[src/rtl/btn_pkg.sv]
// Shared types, default timing constants and width helper for the button conditioner.
// Auto-repeat types are only consumed when AUTOREPEAT_EN is defined.
package btn_pkg;

    typedef enum logic [1:0] {
        REL = 2'd0,
        DLY = 2'd1,
        RPT = 2'd2
    } rpt_state_e;

    localparam int DEF_N            = 7;
    localparam int DEF_STABLE_TICKS = 8;
    localparam int DEF_CNT_W        = 4;
    localparam int DEF_REPEAT_DELAY = 32;
    localparam int DEF_REPEAT_RATE  = 8;

    // Smallest width w with 2**w >= value.
    function automatic int clog2(input int value);
        int width;
        width = 0;
        while ((1 << width) < value) width++;
        return width;
    endfunction

endpackage

[src/rtl/button_channel.sv]
// One pushbutton channel: 2-flop synchroniser, tick-based debounce, press/release pulses.
// Defining AUTOREPEAT_EN adds a REL/DLY/RPT auto-repeat FSM driving repeat_o.
module button_channel
    import btn_pkg::*;
#(
    parameter int STABLE_TICKS = DEF_STABLE_TICKS,
    parameter int CNT_W        = DEF_CNT_W,
    parameter int REPEAT_DELAY = DEF_REPEAT_DELAY,
    parameter int REPEAT_RATE  = DEF_REPEAT_RATE
) (
    input  logic clk,
    input  logic rst_n,
    input  logic tick_i,
    input  logic pb_i,
    output logic state_o,
    output logic down_o,
    output logic up_o,
    output logic repeat_o
);

    if (STABLE_TICKS < 2 || (1 << CNT_W) <= STABLE_TICKS ||
        REPEAT_DELAY < 1 || REPEAT_RATE < 1) begin : g_bad_cfg
        $error("button_channel: invalid timing parameters");
    end

    localparam logic [CNT_W-1:0] CNT_LAST = CNT_W'(STABLE_TICKS - 1);

    logic [1:0]       sync_q;
    logic             pressed;
    logic             state_q, state_d;
    logic [CNT_W-1:0] cnt_q, cnt_d;
    logic             down_q, down_d;
    logic             up_q, up_d;

    // Contacts idle high, so the synchroniser resets to "released".
    always_ff @(posedge clk or negedge rst_n) begin
        if (!rst_n) begin
            sync_q <= 2'b11;
        end else begin
            sync_q <= {sync_q[0], pb_i};
        end
    end

    assign pressed = ~sync_q[1];

    always_comb begin
        // NOTE: every variable gets a default first so no path leaves it unassigned (no latch).
        state_d = state_q;
        cnt_d   = cnt_q;
        down_d  = 1'b0;
        up_d    = 1'b0;
        if (tick_i) begin
            if (pressed == state_q) begin
                cnt_d = '0;
            end else if (cnt_q == CNT_LAST) begin
                state_d = pressed;
                cnt_d   = '0;
                down_d  = pressed;
                up_d    = ~pressed;
            end else begin
                cnt_d = cnt_q + CNT_W'(1);
            end
        end
    end

    // NOTE: sequential state uses non-blocking assignments so all flops update together.
    always_ff @(posedge clk or negedge rst_n) begin
        if (!rst_n) begin
            state_q <= 1'b0;
            cnt_q   <= '0;
            down_q  <= 1'b0;
            up_q    <= 1'b0;
        end else begin
            state_q <= state_d;
            cnt_q   <= cnt_d;
            down_q  <= down_d;
            up_q    <= up_d;
        end
    end

    assign state_o = state_q;
    assign down_o  = down_q;
    assign up_o    = up_q;

`ifdef AUTOREPEAT_EN
    localparam int RPT_MAX = (REPEAT_DELAY > REPEAT_RATE) ? REPEAT_DELAY : REPEAT_RATE;
    localparam int RPT_W   = clog2(RPT_MAX + 1);

    rpt_state_e       rs_q, rs_d;
    logic [RPT_W-1:0] rc_q, rc_d;
    logic             repeat_q, repeat_d;

    always_ff @(posedge clk or negedge rst_n) begin
        if (!rst_n) begin
            rs_q     <= REL;
            rc_q     <= '0;
            repeat_q <= 1'b0;
        end else begin
            rs_q     <= rs_d;
            rc_q     <= rc_d;
            repeat_q <= repeat_d;
        end
    end

    // A release seen on the same tick as a repeat deadline wins: no pulse after UP.
    always_comb begin
        rs_d     = rs_q;
        rc_d     = rc_q;
        repeat_d = 1'b0;
        case (rs_q)
            REL: begin
                if (down_d) begin
                    rs_d = DLY;
                    rc_d = '0;
                end
            end
            DLY, RPT: begin
                if (up_d) begin
                    rs_d = REL;
                    rc_d = '0;
                end else if (tick_i) begin
                    if (rc_q == ((rs_q == DLY) ? RPT_W'(REPEAT_DELAY - 1)
                                               : RPT_W'(REPEAT_RATE - 1))) begin
                        rs_d     = RPT;
                        rc_d     = '0;
                        repeat_d = 1'b1;
                    end else begin
                        rc_d = rc_q + RPT_W'(1);
                    end
                end
            end
            default: begin
                rs_d = REL;
                rc_d = '0;
            end
        endcase
    end

    assign repeat_o = repeat_q;
`else
    assign repeat_o = 1'b0;
`endif

endmodule

[src/rtl/button_conditioner.sv]
// Multi-channel pushbutton front end: N independent button_channel instances.
// Auto-repeat is built in only when AUTOREPEAT_EN is defined.
module button_conditioner
    import btn_pkg::*;
#(
    parameter int N            = DEF_N,
    parameter int STABLE_TICKS = DEF_STABLE_TICKS,
    parameter int CNT_W        = DEF_CNT_W,
    parameter int REPEAT_DELAY = DEF_REPEAT_DELAY,
    parameter int REPEAT_RATE  = DEF_REPEAT_RATE
) (
    input  logic         clk,
    input  logic         rst_n,
    input  logic         tick_i,
    input  logic [N-1:0] pb_i,
    output logic [N-1:0] state_o,
    output logic [N-1:0] down_o,
    output logic [N-1:0] up_o,
    output logic [N-1:0] repeat_o
);

    for (genvar i = 0; i < N; i++) begin : g_ch
        button_channel #(
            .STABLE_TICKS (STABLE_TICKS),
            .CNT_W        (CNT_W),
            .REPEAT_DELAY (REPEAT_DELAY),
            .REPEAT_RATE  (REPEAT_RATE)
        ) u_channel (
            .clk      (clk),
            .rst_n    (rst_n),
            .tick_i   (tick_i),
            .pb_i     (pb_i[i]),
            .state_o  (state_o[i]),
            .down_o   (down_o[i]),
            .up_o     (up_o[i]),
            .repeat_o (repeat_o[i])
        );
    end

endmodule

[config.mk]
export PLATFORM = sky130hd
export DESIGN_NAME = button_conditioner
export DESIGN_NICKNAME = d
export VERILOG_FILES = /design/src/rtl/btn_pkg.sv /design/src/rtl/button_channel.sv /design/src/rtl/button_conditioner.sv
export SDC_FILE = /design/constraint.sdc
export NUM_CORES = 1
export LEC_CHECK = 0
export ABC_AREA = 1
export CORE_AREA = 4 4 91 93
export DETAILED_ROUTE_END_ITERATION = 6
export DIE_AREA = 0 0 95 97
export HOLD_SLACK_MARGIN = 0.12
export SLEW_MARGIN = 15
export SYNTH_ARGS = -nofsm -noshare
export SYNTH_HDL_FRONTEND = slang
export SYNTH_SLANG_ARGS = --single-unit
[constraint.sdc]
create_clock -name clk -period 1.8 [get_ports clk]
set_clock_uncertainty 0.1 [all_clocks]
set_input_delay 0.36 -clock clk [delete_from_list [all_inputs] [get_ports clk]]
set_output_delay 0.36 -clock clk [all_outputs]
set_load 0.02 [all_outputs]
# Yosys cells after proc, flatten, opt, wreduce, memory -nomap -nowiden

Cells that the tools add are included.

Output and inout port bits: 28
Input port bits: 10
Memories: 0
ROM bits: 0
Flip-flop bits (word level): 63
Latch bits: 0
Word-level logic and storage cells: 133
RAM bits: 0

Equal/unequal tests: 14
Reductions and logical operators: 7
$mul: 0
Muxes and demuxes: 56
Magnitude comparators: 0
Divide/modulo/power cells: 0
Shift-type cells: 0
$add $sub $neg: 7
Bitwise operators: 14

Operators with widths:

| operator              | number |
|---|---|
| $mux W4               | 14 |
| $mux W1               | 42 |
| $add A4 B1 Y4 const B | 7 |
| $eq A4 B3 Y1 const B  | 7 |
| $reduce_and A3 Y1     | 7 |
| $not A1 Y1            | 14 |
| $eq A1 B1 Y1          | 7 |

# Longest topological paths before layout

Word-level depth: 4
Gate-level depth with buffers: 6
Depth with buffers taken out: 6

# Cells and area by module

From an unflattened synthesis, not the netlist that was laid out.

Cells, all modules: 322
Area, all modules: 2811.4 sq um

By module, submodules not included:

| module         | area an instance (sq um) | sequential area each (sq um) | times used | cells each |
|---|---|---|---|---|
| button_channel | 401.6                    | 227.7                        | 7          | 46 |

# Least setup slack after synthesis

No wires, ideal clock.

Path kind: reg-to-reg
From: register g_ch[6].u_channel.cnt_q[0]
To: register g_ch[6].u_channel.state_q
Arrival: 1.004 ns
Stages on the path, launching flop included: 7
Slack: 0.578 ns
Buffers on the path: 0
Cell sequence: dfrtp_1 -> ha_1 -> nand2_1 -> nor2_1 -> nand4_1 -> nand2_1 -> nand2_1

Word-level cells in the longest chain between the ends: 2

RTL lines:

| what                               | line                 | RTL |
|---|---|---|
| start: declaration                 | button_channel.sv:31 | `logic [CNT_W-1:0] cnt_q, cnt_d;` |
| start signal: assignment           | button_channel.sv:75 | `cnt_q <= cnt_d;` |
| $eq A4 B3 Y1                       | button_channel.sv:55 | `end else if (cnt_q == CNT_LAST) begin` |
| $reduce_and A3 Y1 (no source line) | --                   |  |
| end signal: assignment             | button_channel.sv:74 | `state_q <= state_d;` |
| end: declaration                   | button_channel.sv:30 | `logic state_q, state_d;` |

No other way between the ends.
A chain may end at the register's enable or synchronous reset.

# Final worst setup path

From: register g_ch[2].u_channel.up_q
To: output port up_o[2]

RTL lines:

| what                     | line                     | RTL |
|---|---|---|
| start: declaration       | button_channel.sv:33     | `logic up_q, up_d;` |
| start signal: assignment | button_channel.sv:77     | `up_q <= up_d;` |
| end: declaration         | button_conditioner.sv:18 | `output logic [N-1:0] up_o,` |

No word-level cell between the ends.

==> results.py <==
metrics = {
    "outcome": {
        "run_status": "completed",
    },
    "setup_path": {
        "start_kind": "flip-flop",
        "worstPathArrival_ns": 1.28,
        "critPathLaunch": "g_ch[2].u_channel.up_o",
        "path_class": "reg -> out",
        "r2r-end": "g_ch[3].u_channel.state_o",
        "crit_path_cell_trace": "clkdlybuf4s50_1",
        "endpoint_kind": "output port",
        "required_ns": 1.34,
        "r2r_cells": 6,
        "max_stage_delay_ns": 0.60,
        "crit_path_max_fanout": 1,
        "rr_startpoint": "g_ch[3].u_channel.cnt_q[0]",
        "crit_cells": 1,
        "r2r_slack_ns": 0.42,
        "crit_slowest_cell": "clkdlybuf4s50_1",
        "critPathBufInv": 1,
        "crit_family": "buffers and inverters",
    },
    "placed_design": {
        "portBuffers": 30,
        "dp.final_hpwl_mm": 3.27,
        "routabilityCongestion": 0.780,
        "pre_cts_ws_ns": 0.0464,
    },
    "worst_hold_path": {
        "holdPathEnd": "g_ch[6].u_channel.sync_q[1]",
        "hold_class": "reg -> reg",
        "hold_path_startpoint": "g_ch[6].u_channel.sync_q[0]",
        "hold_depth": 0,
    },
    "cts": {
        "cts_sinks": 63,
        "htreeDepth": 3,
        "cts_tree": "built",
        "cts_buffer_depth": 2,
        "root_buffer": "clkbuf_8",
        "cts_made_buffers": 9,
        "clk_pin_slew_ns": 0.07,
        "post_cts_buffers": 0,
        "clk_latency_ns": 0.34,
    },
    "route": {
        "totalWireLength_mm": 4.78,
        "drtIter0Drc": 60,
        "antenna_left": 0,
        "avgViaCountPerCell": 4.39,
        "wl_per_cell_um": 10.5,
        "remaining_drc_errors": 0,
        "dr.pass1.iters": 4,
        "via_count": 2004,
    },
    "synthesis": {
        "ys_seq_area_share_pct": 54.3,
        "syn-cell-area_um2": 2930,
        "syn_avg_cell_area_um2": 8.92,
        "synth.distinct_cells": 16,
        "synthCells": 329,
        "ys_ff_latch": 63,
        "yosysWarnings": 0,
    },
    "timing": {
        "min_period_over_period_pct": 96.4,
        "fin_setup_tns_ns": 0,
        "final-setup-viol-count": 0,
        "timing.fmax_mhz": 576,
        "slew_violations": 0,
        "setup_slack_ns": 0.0641,
        "post-route-min-period_ns": 1.74,
        "finalHoldViolCount": 0,
        "grt_setup_unrepaired": "no",
    },
    "layout": {
        "fin_nets": 366,
        "final_util_pct": 45.4,
        "n_antenna_cell": 0,
        "drive_gt1_share_pct": 13.0,
        "area_delta_synth_final_pct": 16.5,
    },
    "power": {
        "p_total_mw": 3.27,
        "vdd_drop_max_uv": 423,
        "p_switching_uw": 812,
        "internal_power_mw": 2.46,
        "power.density_nw_per_um2": 957,
        "switching_share_pct": 24.8,
        "seqPwrFrac_pct": 49.3,
        "p_clk_share_pct": 40.9,
        "power.leakage_nw": 1.76,
        "combPwrFrac_pct": 9.9,
    },
    "floorplan": {
        "rows": 32,
        "die_h_um": 97,
        "die_area_um2": 9220,
        "die_x_um": 95,
        "core_area_um2": 7530,
        "boundaryPins": 38,
        "start_util_pct": 39.0,
    },
    "global_routing": {
        "antenna_found_initial": 0,
        "grt_use_total_pct": 11.4,
        "grt_overflow_total": 0,
        "grt_pass1_wl_mm": 8.26,
        "grt_start_max_net_pins": 31,
        "grt_pass1_vias": 1927,
    },
    "flow_run": {
        "cap_violations": 0,
    },
}
worst max-delay path by stage:
stage,slack [ns],endpoint
floorplan,0.58,g_ch[6].u_channel.state_o
global route,0.008,down_o[2]
global placement,0.10,g_ch[6].u_channel.cnt_q[3]
detailed placement,0.05,g_ch[2].u_channel.cnt_q[1]
CTS,0.04,down_o[2]
finish,0.06,up_o[2]
Yosys cell counts:
master	instances	area [um2]
nand2_1	105	394
dfrtp_1	49	1230
inv_1	43	161
buf_4	29	218
nand4_1	21	131
nor2_1	15	56.3
dfstp_2	14	368
o21ai_0	14	70.1
nand3_1	8	40.0
ha_1	7	87.6
xnor2_1	7	61.3
nand3_2	6	60.1
nor2_2	6	37.5
buf_2	3	15.0
conb_1	1	3.75
inv_2	1	3.75
area by class of cell:
cell class              instances  area, um2
fillers                       741       4110
flip-flops and latches         63       1590
multi-input cells             196        965
repair buffers                 35        352
inverters                      44        165
clock buffers                  12        145
well taps                     102        128
clock inverters                 4       70.1
metrics by stage:
step                hold slack [ns]  area, um2  instances
floorplan                   -0.0356       2960        335
global placement              0.230       3200        439
detailed placement            0.237       3200        439
CTS                           0.257       3420        456
global route                  0.258       3420        456
finish                        0.255       3420        456
flip-flops by register name, summed over array words and instances (netlist names):
signal,count
g_ch.u_channel.cnt_q,28
g_ch.u_channel.sync_q,14
g_ch.u_channel.down_o,7
g_ch.u_channel.up_o,7
g_ch.u_channel.state_o,7
what timing repair did:
action	CTS	global route
gates resized for setup	7	0
setup endpoints to repair	7	0
hold buffers	1	0
hold endpoints to repair	11	0
cell families (layout without fill, tap and decap cells):
| logic type | after synthesis | count (layout) | share of synthesized area, % |
|---|---|---|---|
| and+or+nand+nor | 161 | 161 | 24.5 |
| buffers and inverters | 76 | 95 | 13.6 |
| DFF | 63 | 63 | 54.3 |
| AOI/OAI and AO/OA | 14 | 14 | 2.39 |
| adders and majority gates | 7 | 7 | 2.98 |
| xor gates and xnor gates | 7 | 7 | 2.09 |
| other | 1 | 7 | 0.128 |
placed cells by master (no fill, tap or decap), drive strengths merged:
| cell type | n |
|---|---|
| buf | 5 |
| bufinv | 2 |
| clkbuf | 12 |
| clkdlybuf4s50 | 22 |
| clkinv | 2 |
| conb | 7 |
| dfrtp | 49 |
| dfstp | 14 |
| dlygate4sd2 | 7 |
| dlygate4sd3 | 1 |
| ha | 7 |
| inv | 44 |
| nand2 | 105 |
| nand3 | 14 |
| nand4 | 21 |
| nor2 | 21 |
| o21ai | 14 |
| xnor2 | 7 |
routing by layer:
layer  wire length [um]  track usage, %  vias up
met3                214            3.58        8
met2               2270            17.6       37
met1               2210            14.0      926
met4                 86            6.10        0
met5                  0               0        -
li1                   -               -     1033
worst register-to-register path, cell delays in order (launching register included):
cell and delay [ns]:
dfrtp_1 0.42, ha_1 0.21, nand2_1 0.05, nor2_1 0.22
nand4_1 0.15, nand2_1 0.09, nand2_1 0.04
power by group through the flow:
stage	Sequential, mW	Clock, mW	Combinational, mW
floorplan	1.61	0	0.246
global placement	1.63	0	0.327
detailed placement	1.64	0	0.334
CTS	1.61	1.38	0.329
global route	1.63	1.44	0.373
finish	1.61	1.34	0.322
No activity file was read; power rests on OpenSTA's default activity.
==> RTL change 1, RTL diff (same flow settings) <==
The package constant `DEF_CNT_W` goes from 4 to 5.
--- a/src/rtl/btn_pkg.sv
+++ b/src/rtl/btn_pkg.sv
@@ -11,5 +11,5 @@
     localparam int DEF_N            = 7;
     localparam int DEF_STABLE_TICKS = 8;
-    localparam int DEF_CNT_W        = 4;
+    localparam int DEF_CNT_W        = 5;
     localparam int DEF_REPEAT_DELAY = 32;
     localparam int DEF_REPEAT_RATE  = 8;
Formal check against the unedited RTL: no difference found for any inputs over 10 cycles, from zero or initial values and one cycle with rst_n low; that may be too few to reach the edited logic, so the function may still have changed.
==> RTL change 1 against the original RTL <==
Worst setup slack worse by 11 ps. Total power is 2.5% lower. Worst hold slack hardly changed. Clock power is 13% lower. Cell area is 11% higher. Synthesized area is 14% higher. Sequential cell count is 7 higher. Wire length is 12% higher. Largest power group unchanged. Highest routed layer unchanged.
==> RTL change 1: results <==
set metrics [dict create \
    hold_start "g_ch[2].u_channel.sync_q[0]" \
    synth_compound_area_share_pct 2.093 \
    grt_first_pass_wirelength_mm 9.922 \
    synthTopCellsByCount "nand2_1, dfrtp_1, inv_1, buf_4, nand3_1" \
    fillers 731 \
    antennaDiodeCount 0 \
    holdPathStages 0 \
    postPlaceCellArea_sq_mm 0.003596 \
    status "completed" \
    wl_mm 5.361 \
    r2r_start "g_ch[0].u_channel.cnt_q[0]" \
    drtIter0Drc 101 \
    antenna_found_initial 0 \
    leakage_nw 2.009 \
    nets 440 \
    r2r_slack_ps 390 \
    vias 2416 \
    whs_endpoint "g_ch[2].u_channel.sync_q[1]" \
    r2r-end "g_ch[0].u_channel.state_o" \
    grt_start_max_net_pins 71 \
    yosysSeqAreaShare_pct 52.86 \
    synth_area_leaders "dfrtp_1, nand2_1, dfstp_2, buf_4, inv_1" \
    place_congestion 0.7819 \
    ir_drop_mv 0.3679 \
    path_max_fanout 1 \
    grt.total_usage_pct 13.37 \
    synth-xor-area-share_pct 1.832 \
    hold_class "reg2reg" \
    yosys.area_share.adder_pct 2.617 \
    drive_gt1_share_pct 9.579 \
    dpl.hpwl_mm 3.650 \
    reg.largest.list "g_ch.u_channel.cnt_q (35), g_ch.u_channel.sync_q (14)" \
]
==> RTL change 1: cell count changes after synthesis, moves of 6 or more <==
cell	before	now
nand2_1	105	154
nand3_1	8	28
dfrtp_1	49	56
nand4_1	21	14
inv_1	43	49
nand3_2	6	0
==> RTL change 1: power breakdown <==
| group | internal, mW | switching [mW] | leakage, nW |
|---|---|---|---|
| Combinational | 0.109 | 0.170 | 1.01 |
| Sequential | 1.66 | 0.0829 | 0.914 |
| Clock | 0.578 | 0.587 | 0.0848 |
==> RTL change 1: worst max path at each step <==
stage                                     from                          to  slack, ps
floorplan           g_ch[5].u_channel.cnt_q[0]   g_ch[5].u_channel.state_o        570
global placement                        tick_i  g_ch[1].u_channel.cnt_q[2]         -5
detailed placement                      tick_i  g_ch[6].u_channel.cnt_q[2]        -30
CTS                     g_ch[5].u_channel.up_o                     up_o[5]         20
global route            g_ch[2].u_channel.up_o                     up_o[2]          3
finish                  g_ch[2].u_channel.up_o                     up_o[2]         50
==> RTL change 1: layout make-up <==
type	instances	share of cell area [%]
Inverter	50	4.960
Timing Repair Buffer	33	8.896
Multi-Input combinational cell	259	31.08
Clock inverter	4	0.8267
Sequential cell	70	46.76
Clock buffer	12	4.101
Tap cell	102	3.373
==> RTL change 1: what timing repair did <==
| action | 4_1_cts | 5_1_grt |
|---|---|---|
| hold buffers | 1 | 0 |
| endpoints found under the hold margin | 56 | 0 |
| gates resized for setup | 7 | 0 |
| endpoints found under the setup margin | 7 | 0 |
==> RTL change 1: layer usage <==
| layer | GRT usage, % | wire, microns |
|---|---|---|
| met1 | 16.07 | 2457 |
| met2 | 21.91 | 2635 |
| met3 | 3.188 | 183 |
| met4 | 6.992 | 84 |
| met5 | 0 | 0 |
==> RTL change 1: logic make-up after synthesis <==
logic type / Yosys count
adder cells (fa/ha/maj): 7
XOR/XNOR: 7
buffers and inverters: 82
flip-flops: 70
other: 1
AND/OR/NAND/NOR: 224
AO/OA/AOI/OAI: 14
==> RTL change 1: per-stage QoR <==
stage | setup slack, ps | instances | utilization, % | hold slack (ps)
after floorplan | 570.8 | 411 | - | -35.59
after global routing | 2.752 | 530 | 50.27 | 259.1
after detailed placement | -26.33 | 513 | 47.77 | 246.8
after global placement | -4.749 | 513 | 47.77 | 245.3
after CTS | 22.72 | 530 | 50.27 | 258.0
final | 53.08 | 530 | 50.27 | 255.1
==> RTL change 2, RTL diff (same settings) <==
Without the edit above. Put a register stage on the output `down_o`, without a reset. The value now appears one clock later. The other outputs are not delayed to match.
--- a/src/rtl/button_conditioner.sv
+++ b/src/rtl/button_conditioner.sv
@@ -20,4 +20,6 @@
 );
 
+    logic [N-1:0] down_c;
+
     for (genvar i = 0; i < N; i++) begin : g_ch
         button_channel #(
@@ -32,5 +34,5 @@
             .pb_i     (pb_i[i]),
             .state_o  (state_o[i]),
-            .down_o   (down_o[i]),
+            .down_o   (down_c[i]),
             .up_o     (up_o[i]),
             .repeat_o (repeat_o[i])
@@ -38,4 +40,8 @@
     end
 
+    always_ff @(posedge clk) begin
+        down_o <= down_c;
+    end
+
 endmodule
 
Function: no difference found for any inputs over 10 cycles, from zero or initial values and one cycle with rst_n low; that may be too few to reach the edited logic, so the function may still have changed.
==> RTL change 2 against the original RTL <==
Die area unchanged. Sequential cell count up 7. Wire length up 1.6%. Total power up 0.27%. Register-to-register slack worse by 20 ps. Synthesized area up 2.9%. Worst setup slack better by 12 ps. Cell area up 3.0%. Largest power group unchanged. Highest routed layer unchanged.
==> RTL change 2: results <==
set metrics [dict create \
    cts_max_level 3 \
    synthTopCellsByCount "nand2_1, dfrtp_1, inv_1, buf_4, nand4_1" \
    status "completed" \
    slowest_delay_ps 600 \
    synth_edf_count 0 \
    clock_latency_ps 340 \
    wl_per_cell_microns 10.48 \
    yosysWarnings 0 \
    antennaDiodeCount 0 \
    drc_errors 0 \
    portBuffers 30 \
    drive_gt1_share_pct 12.47 \
    ir_drop_mv 0.3305 \
    crit_family "buffers and inverters" \
    synth.most_common_cell "nand2_1" \
    cts_buffer_depth 2 \
    slowest_stage "clkdlybuf4s50_1" \
    leakage_nw 1.800 \
    place_congestion 0.7599 \
    finalSetupViolCount 0 \
    drtIter0Drc 67 \
    yosysSeqAreaShare_pct 57.42 \
    nets 373 \
    vias 2054 \
    worstPathArrival_ps 1260 \
    synth_area_leaders "dfrtp_1, nand2_1, dfstp_2, buf_4, inv_1" \
    async_flop_share_pct 90.00 \
    dpl.hpwl_mm 3.278 \
    reg.largest.list "g_ch.u_channel.cnt_q (28), g_ch.u_channel.sync_q (14)" \
    place_ws_ps 43.54 \
    grt.total_usage_pct 11.93 \
    grt_first_pass_wirelength_mm 8.618 \
    path_max_fanout 1 \
    cts.clk_slew.worst_paths_ps 80 \
    hold_class "reg2reg" \
    antenna_found_initial 0 \
    root_buffer "clkbuf_8" \
    fillers 710 \
    grt_pass1_vias 1979 \
    ys_types 18 \
    drtPass1Iterations 4 \
    grt_start_max_net_pins 64 \
    numCtsBuffers 9 \
    postCtsSetupBuffers 0 \
]
[RTL change 2: cell types whose count changed in the layout (fill, tap and decap cells not counted), sizes merged]
cell / delta
dfxtp: +7
clkbuf: +4
bufinv: -2
clkinv: -2
[RTL change 2: cell families (layout without fill, tap and decap cells)]
| kind of cell | after synthesis | count (layout) | share of synthesized area (%) |
|---|---|---|---|
| AND/OR/NAND/NOR | 161 | 161 | 23.82 |
| flip-flops | 70 | 70 | 57.41 |
| buffers and inverters | 69 | 95 | 11.39 |
| AO/OA/AOI/OAI | 14 | 14 | 2.320 |
| adder cells (fa/ha/maj) | 7 | 7 | 2.900 |
| XOR/XNOR | 7 | 7 | 2.030 |
| other | 1 | 7 | 0.1242 |
[RTL change 2: final cells by class]
class                      count  area share, %
clock buffer                  16          5.402
inverter                      44          4.691
multi-input combinational    196          27.40
sequential                    70          49.25
tap                          102          3.625
timing repair buffer          35          9.630
[RTL change 2: per-layer routing]
metal  routed length, microns  part of all wire (%)  global-route usage [%]  vias to the layer above
li1                         -                     -                       -                     1053
met5                        0                     0                       0                        -
met1                     2180                    45                   13.93                      954
met4                       91                   1.9                   4.772                        0
met2                     2311                    48                   18.98                       41
met3                      270                   5.6                   5.288                        6
[RTL change 2: path summary, 6_finish.rpt]
check	start	endpoint	slack (ps)	cells past startpoint
max	g_ch[3].u_channel.up_o	up_o[3]	80	1
min	g_ch[6].u_channel.down_o	down_o[6]	240	0
max reg2reg	g_ch[6].u_channel.cnt_q[0]	g_ch[6].u_channel.state_o	400	6
min reg2reg	g_ch[6].u_channel.down_o	down_o[6]	240	0
max in group asynchronous	rst_n	g_ch[2].u_channel.sync_q[0]	830	3
min in group asynchronous	rst_n	g_ch[3].u_channel.cnt_q[0]	460	3
[RTL change 2: per-stage QoR]
step / cell area (sq um) / hold WS, ps / instances
after global placement: 3329 / 225.7 / 446
after CTS: 3521 / 242.0 / 463
after global routing: 3521 / 252.1 / 463
final: 3521 / 241.5 / 463
after detailed placement: 3329 / 226.9 / 446
after floorplan: 3043 / -35.59 / 335
[RTL change 2: power breakdown]
part	switching (mW)	leakage, nW	internal (mW)	total, mW
clock network	0.543	0.0970	0.655	1.20
registers	0.0942	0.872	1.67	1.77
logic	0.191	0.831	0.125	0.316
[RTL change 2: timing repair]
action	4_1_cts	5_1_grt
endpoints found under the setup margin	7	0
hold endpoints to repair	49	0
gates resized for setup	7	0
hold buffers	1	0
